===== src/rtl/mem_stage_if.sv =====
// mem_stage_if: single-outstanding req/ready data-memory port
// master (pipeline side) drives dm_req/dm_we/dm_addr/dm_wstrb/dm_wdata and
// samples dm_ready/dm_rdata; slave (memory side) is the mirror image.
interface mem_stage_if;
  logic        dm_req;
  logic        dm_we;
  logic [31:0] dm_addr;
  logic [3:0]  dm_wstrb;
  logic [31:0] dm_wdata;
  logic        dm_ready;
  logic [31:0] dm_rdata;
  modport master(output dm_req, dm_we, dm_addr, dm_wstrb, dm_wdata, input dm_ready, dm_rdata);
  modport slave(input dm_req, dm_we, dm_addr, dm_wstrb, dm_wdata, output dm_ready, dm_rdata);
endinterface


===== src/rtl/mem_stage.sv =====
// mem_stage: memory-access pipeline stage feeding the MEM/WB register
// clk/rst: clock and async active-high reset; EXE_*: execute-stage register
// outputs; dm: data-memory port (master); mem_stall: freeze upstream;
// mem_err: misaligned/timeout pulse; MEM_*: MEM/WB register outputs.
module mem_stage #(
  parameter int TIMEOUT = 16
) (
  input  logic               clk,
  input  logic               rst,
  input  logic [31:0]        EXE_pc_to_reg,
  input  logic [31:0]        EXE_ALU_out,
  input  logic [31:0]        EXE_rs2_data,
  input  logic [4:0]         EXE_rd_addr,
  input  logic [2:0]         EXE_funct3,
  input  logic               EXE_RDSrc,
  input  logic               EXE_MemtoReg,
  input  logic               EXE_MemWrite,
  input  logic               EXE_MemRead,
  input  logic               EXE_RegWrite,
  mem_stage_if.master        dm,
  output logic               mem_stall,
  output logic               mem_err,
  output logic [31:0]        MEM_rd_data,
  output logic [4:0]         MEM_rd_addr,
  output logic               MEM_RegWrite
);
  localparam logic [7:0] TO = 8'(TIMEOUT);
  typedef enum logic {IDLE, WAIT} state_t;
  state_t      state_q, state_d;
  logic [7:0]  cnt_q, cnt_d;
  logic [31:0] rd_data_q, rd_data_d;
  logic [4:0]  rd_addr_q, rd_addr_d;
  logic        regwrite_q, regwrite_d;
  logic        err_q, err_d;
  logic [1:0]  off;
  logic        mem_op, misal, pending, abort;
  logic [31:0] lane, ld_data;
  always_comb begin
    off = EXE_ALU_out[1:0];
    mem_op = EXE_MemRead | EXE_MemWrite;
    misal = (EXE_funct3[1:0] == 2'b01 & off[0]) | (EXE_funct3[1:0] == 2'b10 & |off);
    pending = mem_op & ~misal;
    // cnt_q counts wait cycles already spent with the request up; the cycle
    // after TIMEOUT such cycles drops the request and aborts
    abort = state_q == WAIT & ~dm.dm_ready & cnt_q == TO;
    // gated by rst so the request vanishes the moment reset asserts
    dm.dm_req = ~rst & (state_q == WAIT | pending) & ~abort;
    dm.dm_we = dm.dm_req & EXE_MemWrite;
    dm.dm_addr = {EXE_ALU_out[31:2], 2'b00};
    dm.dm_wstrb = ~dm.dm_we ? 4'b0000 :
                  EXE_funct3[1:0] == 2'b00 ? 4'b0001 << off :
                  EXE_funct3[1:0] == 2'b01 ? 4'b0011 << off : 4'b1111;
    dm.dm_wdata = EXE_funct3[1:0] == 2'b00 ? {4{EXE_rs2_data[7:0]}} :
                  EXE_funct3[1:0] == 2'b01 ? {2{EXE_rs2_data[15:0]}} : EXE_rs2_data;
    mem_stall = dm.dm_req & ~dm.dm_ready;
    lane = dm.dm_rdata >> {off, 3'b000};
    ld_data = EXE_funct3 == 3'b000 ? {{24{lane[7]}}, lane[7:0]} :
              EXE_funct3 == 3'b001 ? {{16{lane[15]}}, lane[15:0]} :
              EXE_funct3 == 3'b100 ? {24'b0, lane[7:0]} :
              EXE_funct3 == 3'b101 ? {16'b0, lane[15:0]} : dm.dm_rdata;
    state_d = state_q;
    cnt_d = cnt_q;
    if (state_q == IDLE) begin
      state_d = mem_stall ? WAIT : IDLE;
      cnt_d = 8'd0;
    end else if (dm.dm_ready | abort) begin
      state_d = IDLE;
      cnt_d = 8'd0;
    end else begin
      cnt_d = cnt_q + 8'd1;
    end
    err_d = (mem_op & misal) | abort;
    rd_data_d = mem_stall ? rd_data_q : EXE_MemtoReg ? ld_data : EXE_RDSrc ? EXE_pc_to_reg : EXE_ALU_out;
    rd_addr_d = mem_stall ? rd_addr_q : EXE_rd_addr;
    // stalled cycles insert a bubble; failed accesses never write back
    regwrite_d = ~mem_stall & EXE_RegWrite & ~(mem_op & misal) & ~abort;
  end
  always_ff @(posedge clk or posedge rst) begin
    if (rst) begin
      state_q <= IDLE;
      cnt_q <= 8'd0;
      rd_data_q <= 32'd0;
      rd_addr_q <= 5'd0;
      regwrite_q <= 1'b0;
      err_q <= 1'b0;
    end else begin
      state_q <= state_d;
      cnt_q <= cnt_d;
      rd_data_q <= rd_data_d;
      rd_addr_q <= rd_addr_d;
      regwrite_q <= regwrite_d;
      err_q <= err_d;
    end
  end
  assign MEM_rd_data = rd_data_q;
  assign MEM_rd_addr = rd_addr_q;
  assign MEM_RegWrite = regwrite_q;
  assign mem_err = err_q;
endmodule


===== src/flat_wrapper.sv =====
// flat-port wrapper written by rule: the top's interface ports become plain ports
module mem_stage_flat 
#(
  parameter int TIMEOUT = 16
)
  (clk, rst, EXE_pc_to_reg, EXE_ALU_out, EXE_rs2_data, EXE_rd_addr, EXE_funct3, EXE_RDSrc, EXE_MemtoReg, EXE_MemWrite, EXE_MemRead, EXE_RegWrite, mem_stall, mem_err, MEM_rd_data, MEM_rd_addr, MEM_RegWrite, dm_dm_req, dm_dm_we, dm_dm_addr, dm_dm_wstrb, dm_dm_wdata, dm_dm_ready, dm_dm_rdata);
  mem_stage_if dm_i ();
  input  logic clk;
  input  logic rst;
  input  logic [31:0] EXE_pc_to_reg;
  input  logic [31:0] EXE_ALU_out;
  input  logic [31:0] EXE_rs2_data;
  input  logic [4:0] EXE_rd_addr;
  input  logic [2:0] EXE_funct3;
  input  logic EXE_RDSrc;
  input  logic EXE_MemtoReg;
  input  logic EXE_MemWrite;
  input  logic EXE_MemRead;
  input  logic EXE_RegWrite;
  output logic mem_stall;
  output logic mem_err;
  output logic [31:0] MEM_rd_data;
  output logic [4:0] MEM_rd_addr;
  output logic MEM_RegWrite;
  output wire logic [$bits(dm_i.dm_req)-1:0] dm_dm_req;
  output wire logic [$bits(dm_i.dm_we)-1:0] dm_dm_we;
  output wire logic [$bits(dm_i.dm_addr)-1:0] dm_dm_addr;
  output wire logic [$bits(dm_i.dm_wstrb)-1:0] dm_dm_wstrb;
  output wire logic [$bits(dm_i.dm_wdata)-1:0] dm_dm_wdata;
  input wire logic [$bits(dm_i.dm_ready)-1:0] dm_dm_ready;
  input wire logic [$bits(dm_i.dm_rdata)-1:0] dm_dm_rdata;
  assign dm_dm_req = dm_i.dm_req;
  assign dm_dm_we = dm_i.dm_we;
  assign dm_dm_addr = dm_i.dm_addr;
  assign dm_dm_wstrb = dm_i.dm_wstrb;
  assign dm_dm_wdata = dm_i.dm_wdata;
  assign dm_i.dm_ready = dm_dm_ready;
  assign dm_i.dm_rdata = dm_dm_rdata;
  mem_stage #(.TIMEOUT(TIMEOUT)) u_core (.clk(clk), .rst(rst), .EXE_pc_to_reg(EXE_pc_to_reg), .EXE_ALU_out(EXE_ALU_out), .EXE_rs2_data(EXE_rs2_data), .EXE_rd_addr(EXE_rd_addr), .EXE_funct3(EXE_funct3), .EXE_RDSrc(EXE_RDSrc), .EXE_MemtoReg(EXE_MemtoReg), .EXE_MemWrite(EXE_MemWrite), .EXE_MemRead(EXE_MemRead), .EXE_RegWrite(EXE_RegWrite), .dm(dm_i), .mem_stall(mem_stall), .mem_err(mem_err), .MEM_rd_data(MEM_rd_data), .MEM_rd_addr(MEM_rd_addr), .MEM_RegWrite(MEM_RegWrite));
endmodule

===== config.mk =====
export PLATFORM = sky130hd
export DESIGN_NAME = mem_stage_flat
export DESIGN_NICKNAME = d
export VERILOG_FILES = /design/src/rtl/mem_stage_if.sv /design/src/rtl/mem_stage.sv /design/src/flat_wrapper.sv
export SDC_FILE = /design/constraint.sdc
export NUM_CORES = 1
export LEC_CHECK = 0
export BUFFER_PORTS_ARGS = -buffer_cell sky130_fd_sc_hd__buf_2
export CORE_UTILIZATION = 40
export CTS_BUF_LIST = sky130_fd_sc_hd__clkbuf_8
export DETAILED_ROUTE_END_ITERATION = 10
export PLACE_DENSITY = 0.86
export SYNTH_ARGS = -nofsm -noshare
export SYNTH_HDL_FRONTEND = slang
export SYNTH_SLANG_ARGS = --single-unit

===== constraint.sdc =====
create_clock -name clk -period 2.87 [get_ports clk]
set_input_delay 0.574 -clock clk [delete_from_list [all_inputs] [get_ports clk]]
set_output_delay 0.574 -clock clk [all_outputs]
set_load 0.01 [all_outputs]

=== Yosys cells after proc, flatten, opt, wreduce, memory -nomap -nowiden ===
Cells that the tools add are included.

* Add/sub/neg operators: 1
* Equal/unequal tests: 6
* Shifts and indexed selects: 3
* Muxes and demuxes: 16
* Bitwise operators: 24
* Reduce and logical (&&, ||, !) cells: 3

{| class="wikitable"
|+ Operators by type and width
! operator !! count
|-
| $mux 32 || 8
|-
| $shr 32x5->16 || 1
|-
| $mux 8 || 2
|-
| $and 1x1->1 || 13
|-
| $mux 4 || 3
|-
| $add 8x1->8 const B || 1
|-
| $eq 8x5->1 const B || 1
|-
| $eq 3x3->1 const B || 2
|-
| $not 1->1 || 6
|-
| $or 1x1->1 || 5
|-
| $shl 1x2->4 const A || 1
|-
| $shl 2x2->4 const A || 1
|-
| $eq 3x1->1 const B || 1
|-
| $logic_not 3->1 || 1
|-
| $mux 1 || 3
|-
| $eq 2x1->1 const B || 1
|-
| $eq 2x2->1 const B || 1
|-
| $logic_not 2->1 || 1
|-
| $reduce_or 2->1 || 1
|}

* Register bits after elaboration: 48
* Bits of input ports: 144
* Output and inout port bits: 110
* Word-level logic and storage cells: 59

=== Depth between registers and ports, before layout ===
* Depth after elaboration: 13
* Mapped depth: 14

=== Worst setup path after synthesis ===
Ideal clock, no wire load.

* Kind: input port to output port
* Start point: in EXE_ALU_out[0]
* End point: out mem_stall
* Data arrival time: 2.442 ns
* Required time: 2.296 ns
* Slack: -0.146 ns
* Stages: 12
* Path buffers: 6
* Cells stage by stage: buf_6 -> buf_2 -> buf_4 -> inv_2 -> ha_1 -> nor3b_1 -> o31a_1 -> a2111o_1 -> buf_6 -> clkinv_4 -> buf_12 -> buf_6

* Word-level cells in the longest chain between the ends: 9
* Elaborated cells between the ends (all ways): 10
* Those cells by class: 9 x bitwise; 1 x reduce/logical

{| class="wikitable"
|+ Ends and longest elaborated chain
! what !! line !! RTL
|-
| from (decl) || flat_wrapper.sv:11 || <nowiki>input logic [31:0] EXE_ALU_out;</nowiki>
|-
| $reduce_or 2->1 || mem_stage.sv:41 || <nowiki>misal = (EXE_funct3[1:0] == 2'b01 & off[0]) | (EXE_funct3[1:0] == 2'b10 & |off);</nowiki>
|-
| $and 1x1->1 || mem_stage.sv:41 ||
|-
| $or 1x1->1 (*) || mem_stage.sv:41 ||
|-
| $not 1->1 (*) || mem_stage.sv:42 || <nowiki>pending = mem_op & ~misal;</nowiki>
|-
| $and 1x1->1 (*) || mem_stage.sv:42 ||
|-
| $or 1x1->1 (*) || mem_stage.sv:47 || <nowiki>dm.dm_req = ~rst & (state_q == WAIT | pending) & ~abort;</nowiki>
|-
| $and 1x1->1 (*) (2 in a row) || mem_stage.sv:47 ||
|-
| $and 1x1->1 (*) || mem_stage.sv:55 || <nowiki>mem_stall = dm.dm_req & ~dm.dm_ready;</nowiki>
|-
| to (decl) || flat_wrapper.sv:20 || <nowiki>output logic mem_stall;</nowiki>
|}

Every way passes the cells marked *; elsewhere a longest branch is shown, timed or not.

=== Final worst setup path ===
* Start point: in EXE_ALU_out[0]
* End point: out dm_dm_wstrb[0]

* Word-level cells in the longest chain between the ends: 10
* Elaborated cells between the ends (all ways): 15
* Those cells by class: 2 x shift; 3 x mux; 9 x bitwise; 1 x reduce/logical

{| class="wikitable"
|+ Ends and longest elaborated chain
! what !! line !! RTL
|-
| $reduce_or 2->1 || mem_stage.sv:41 ||
|-
| $and 1x1->1 || mem_stage.sv:41 ||
|-
| $or 1x1->1 || mem_stage.sv:41 ||
|-
| $not 1->1 || mem_stage.sv:42 ||
|-
| $and 1x1->1 || mem_stage.sv:42 ||
|-
| $or 1x1->1 || mem_stage.sv:47 ||
|-
| $and 1x1->1 (2 in a row) || mem_stage.sv:47 ||
|-
| $and 1x1->1 || mem_stage.sv:48 || <nowiki>dm.dm_we = dm.dm_req & EXE_MemWrite;</nowiki>
|-
| $mux 4 (*) || mem_stage.sv:50 || <nowiki>dm.dm_wstrb = ~dm.dm_we ? 4'b0000 :</nowiki>
|-
| to (decl) || flat_wrapper.sv:28 || <nowiki>output wire logic [$bits(dm_i.dm_wstrb)-1:0] dm_dm_wstrb;</nowiki>
|}

Marked as above.

==> flow_summary.json <==
{
  "cap_violations": 0,
  "die_h_um": 102,
  "synth.avg_cell_area_sq_um": 8.47,
  "vias": 4033,
  "fmax_mhz": 395,
  "synth_warnings": 0,
  "synth_top_family_by_area": "compound AO/OA/AOI/OAI gates",
  "layout_min_cycle_time_ns": 2.53,
  "clk_latency_ns": 0.30,
  "via_per_inst": 5.04,
  "finClkSkew_ns": 0.00481,
  "yosysSeqAreaShare_pct": 30.3,
  "slew_violations": 0,
  "p_seq_share_pct": 39.9,
  "timing.final.ws_setup_ns": 0.338,
  "antenna_left": 0,
  "ioPinCount": 254,
  "place_ws_ns": 0.342,
  "fillCellCount": 908,
  "cts-root-buf": "clkbuf_8",
  "synth_cells": 468,
  "cts_tree": "built",
  "synth_cell_types": 47,
  "num_rows": 35,
  "clockBufferDepth": 2,
  "p_sw_uw": 646,
  "synth_compound_area_share_pct": 20.3,
  "synth.area.mux_share_pct": 17.9,
  "final_util_pct": 54.5,
  "hold_viol": 0,
  "cp-start-kind": "input port",
  "grtUsageTotal_pct": 23.4,
  "synth-xor-area-share_pct": 1.33,
  "synthSimpleGateAreaFrac_pct": 14.3,
  "design.core.area_sq_um": 9420,
  "finalWirelength_mm": 12.3,
  "setup_violations": 0,
  "io_buffers": 251,
  "cts_sinks": 48,
  "swShare_pct": 32.7,
  "wl_per_cell_um": 15.4,
  "grt_pass1_vias": 3765,
  "crit_arrival_ns": 1.96,
  "postCtsHoldBufs": 0,
  "firstDrtPassIters": 4,
  "dp_hpwl_mm": 9.95,
  "grt_start_max_net_pins": 43,
  "synth_fa_ha_area_share_pct": 1.89,
  "ir_drop_uv": 191,
  "power_per_cell_area_nw_per_um2": 385,
  "area_delta_synth_final_pct": 29.5,
  "crit_path_end_kind": "output pin",
  "diodes": 0,
  "grt_pass1_wl_mm": 18.6,
  "power_frac_comb_pct": 36.0,
  "final_nets": 822,
  "setup_tns_ns": 0,
  "cts_resized": 0,
  "status": "finished, final reports clean",
  "leakage_nw": 2.76,
  "drive_above_1_share_pct": 45.0,
  "cp_data_required_time_ns": 2.30,
  "synth_seq_cells": 48,
  "htree_levels": 2,
  "holdWs_ns": 0.316,
  "crit_fanout": 11,
  "synth-async-reset-ratio_pct": 100,
  "p_clk_share_pct": 24.1,
  "internal_power_mw": 1.33,
  "synth-edff-count": 0,
  "dr.first_iter.drc_count": 132,
  "hold_path.class": "input port to async pin",
  "die_area_sq_um": 10300,
  "clk_pin_slew_worst_paths_ns": 0.09,
  "gp_congestion": 0.818,
  "drc": 0,
  "grt-ovfl-total": 0,
  "fin_crit_sh_pct": 88.2,
  "fp.dieW_um": 102,
  "antenna_found_initial": 1,
  "initial_core_util_pct": 42.1,
  "synth.cell_area_sq_um": 3960,
  "worstSetupPathType": "input port to output pin",
  "rsz0062_at_grt": "false",
  "ys.flop_type": "dfrtp_1",
  "postCtsSetupRepairBufs": 0,
  "cts_inserted_buffers": 5
}
-- worst max-delay path, stage by stage --
cell and delay, ns:
buf_2 0.15, inv_8 0.09, ha_2 0.18, nor3b_1 0.06
o31a_1 0.24, a211oi_1 0.25, nand2_1 0.17, nor2_1 0.12
buf_2 0.13
-- cells in the final DEF, fill, tap and decap left out, drive strengths merged, types with 2 or more instances in the layout --
master / count
ha: 6
o211ai: 2
nand2: 76
o221ai: 2
a22o: 30
mux2: 22
and3: 3
a211oi: 3
xor2: 5
a22oi: 6
clkinv: 2
nand3: 6
clkbuf: 5
o21ai: 37
nand2b: 10
nor2b: 3
inv: 9
a21oi: 35
mux2i: 44
o21a: 2
conb: 2
nor2: 28
dfrtp: 48
nor3b: 2
buf: 268
-- flip-flops by register name (all words and copies together) (netlist names) --
signal / count
u_core.MEM_rd_data: 32
u_core.mem_err: 1
u_core.MEM_RegWrite: 1
u_core.state_q: 1
u_core.cnt_q: 8
u_core.MEM_rd_addr: 5
-- power groups by stage --
stage | clock, mW | combinational, mW | sequential, mW
global placement | 0 | 0.705 | 0.799
finish | 0.475 | 0.711 | 0.788
detailed placement | 0 | 0.717 | 0.801
floorplan | 0 | 0.404 | 0.833
global route | 0.506 | 0.783 | 0.799
CTS | 0.485 | 0.718 | 0.789
-- through the flow --
step	cell area (sq um)	std cells	power, mW
3_3_place_gp	5030	794	1.50
5_1_grt	5130	800	2.09
2_1_floorplan	3990	469	1.24
6_report	5130	800	1.97
3_5_place_dp	5030	794	1.52
4_1_cts	5130	800	1.99
-- cells by family after synthesis --
logic type                 Yosys count
and+or+nand+nor                    132
AOI/OAI and AO/OA                  125
buffers and inverters               83
muxes                               67
DFF                                 48
adders and majority gates            6
xor gates and xnor gates             6
other                                1
-- synth_stat cells, types with 2 or more instances --
cell type / count / area share, %
nand2_1: 76 / 7.2
dfrtp_1: 48 / 30
mux2i_1: 44 / 11
buf_4: 42 / 8.0
a21oi_1: 35 / 4.4
o21ai_0: 31 / 3.9
a22o_1: 30 / 6.6
nor2_1: 28 / 2.7
mux2_2: 22 / 6.3
clkbuf_1: 16 / 1.5
nand2b_1: 10 / 1.6
inv_1: 7 / 0.66
a22oi_1: 6 / 1.1
buf_6: 6 / 1.7
ha_1: 6 / 1.9
nand3_1: 6 / 0.76
o21ai_1: 6 / 0.76
xor2_1: 5 / 1.1
buf_1: 4 / 0.38
a211oi_1: 3 / 0.57
and3_1: 3 / 0.47
nor2b_1: 3 / 0.47
buf_2: 2 / 0.25
inv_2: 2 / 0.19
nor3b_1: 2 / 0.38
o211ai_1: 2 / 0.38
o21a_1: 2 / 0.38
o221ai_1: 2 / 0.44
-- metal layers --
layer	vias up	wire (um)	share of wire (%)	track usage (%)
li1	2012	-	-	-
met1	1824	5070	41	27.6
met2	182	6290	51	43.6
met3	15	763	6.2	3.11
met4	0	211	1.7	6.91
met5	-	0	0	0
-- area by class of cell --
cell class | count | area, sq um | area share (%)
Sequential cell | 48 | 1200 | 23.4
Clock inverter | 1 | 30.0 | 0.585
Clock buffer | 5 | 68.8 | 1.34
Timing Repair Buffer | 268 | 1400 | 27.2
Multi-Input combinational cell | 338 | 2220 | 43.3
Tap cell | 129 | 161 | 3.15
Inverter | 11 | 53.8 | 1.05
-- path summary, 6_finish.rpt --
kind | from | endpoint | slack, ns | cells after the start
min reg2reg | u_core.MEM_rd_addr[3]$_DFFE_PP0N_ | u_core.MEM_rd_addr[3]$_DFFE_PP0N_ | 0.47 | 2
min | rst | u_core.state_q$_DFF_PP0_ | 0.32 | 2
max | EXE_ALU_out[0] | dm_dm_wstrb[0] | 0.34 | 9
min in group clk | u_core.MEM_rd_addr[3]$_DFFE_PP0N_ | u_core.MEM_rd_addr[3]$_DFFE_PP0N_ | 0.47 | 2
max in group asynchronous | rst | u_core.MEM_rd_data[28]$_DFFE_PP0N_ | 1.83 | 3
max reg2reg | u_core.cnt_q[0]$_DFF_PP0_ | u_core.MEM_rd_data[30]$_DFFE_PP0N_ | 0.68 | 8
Power figures use the tool's default switching activity.
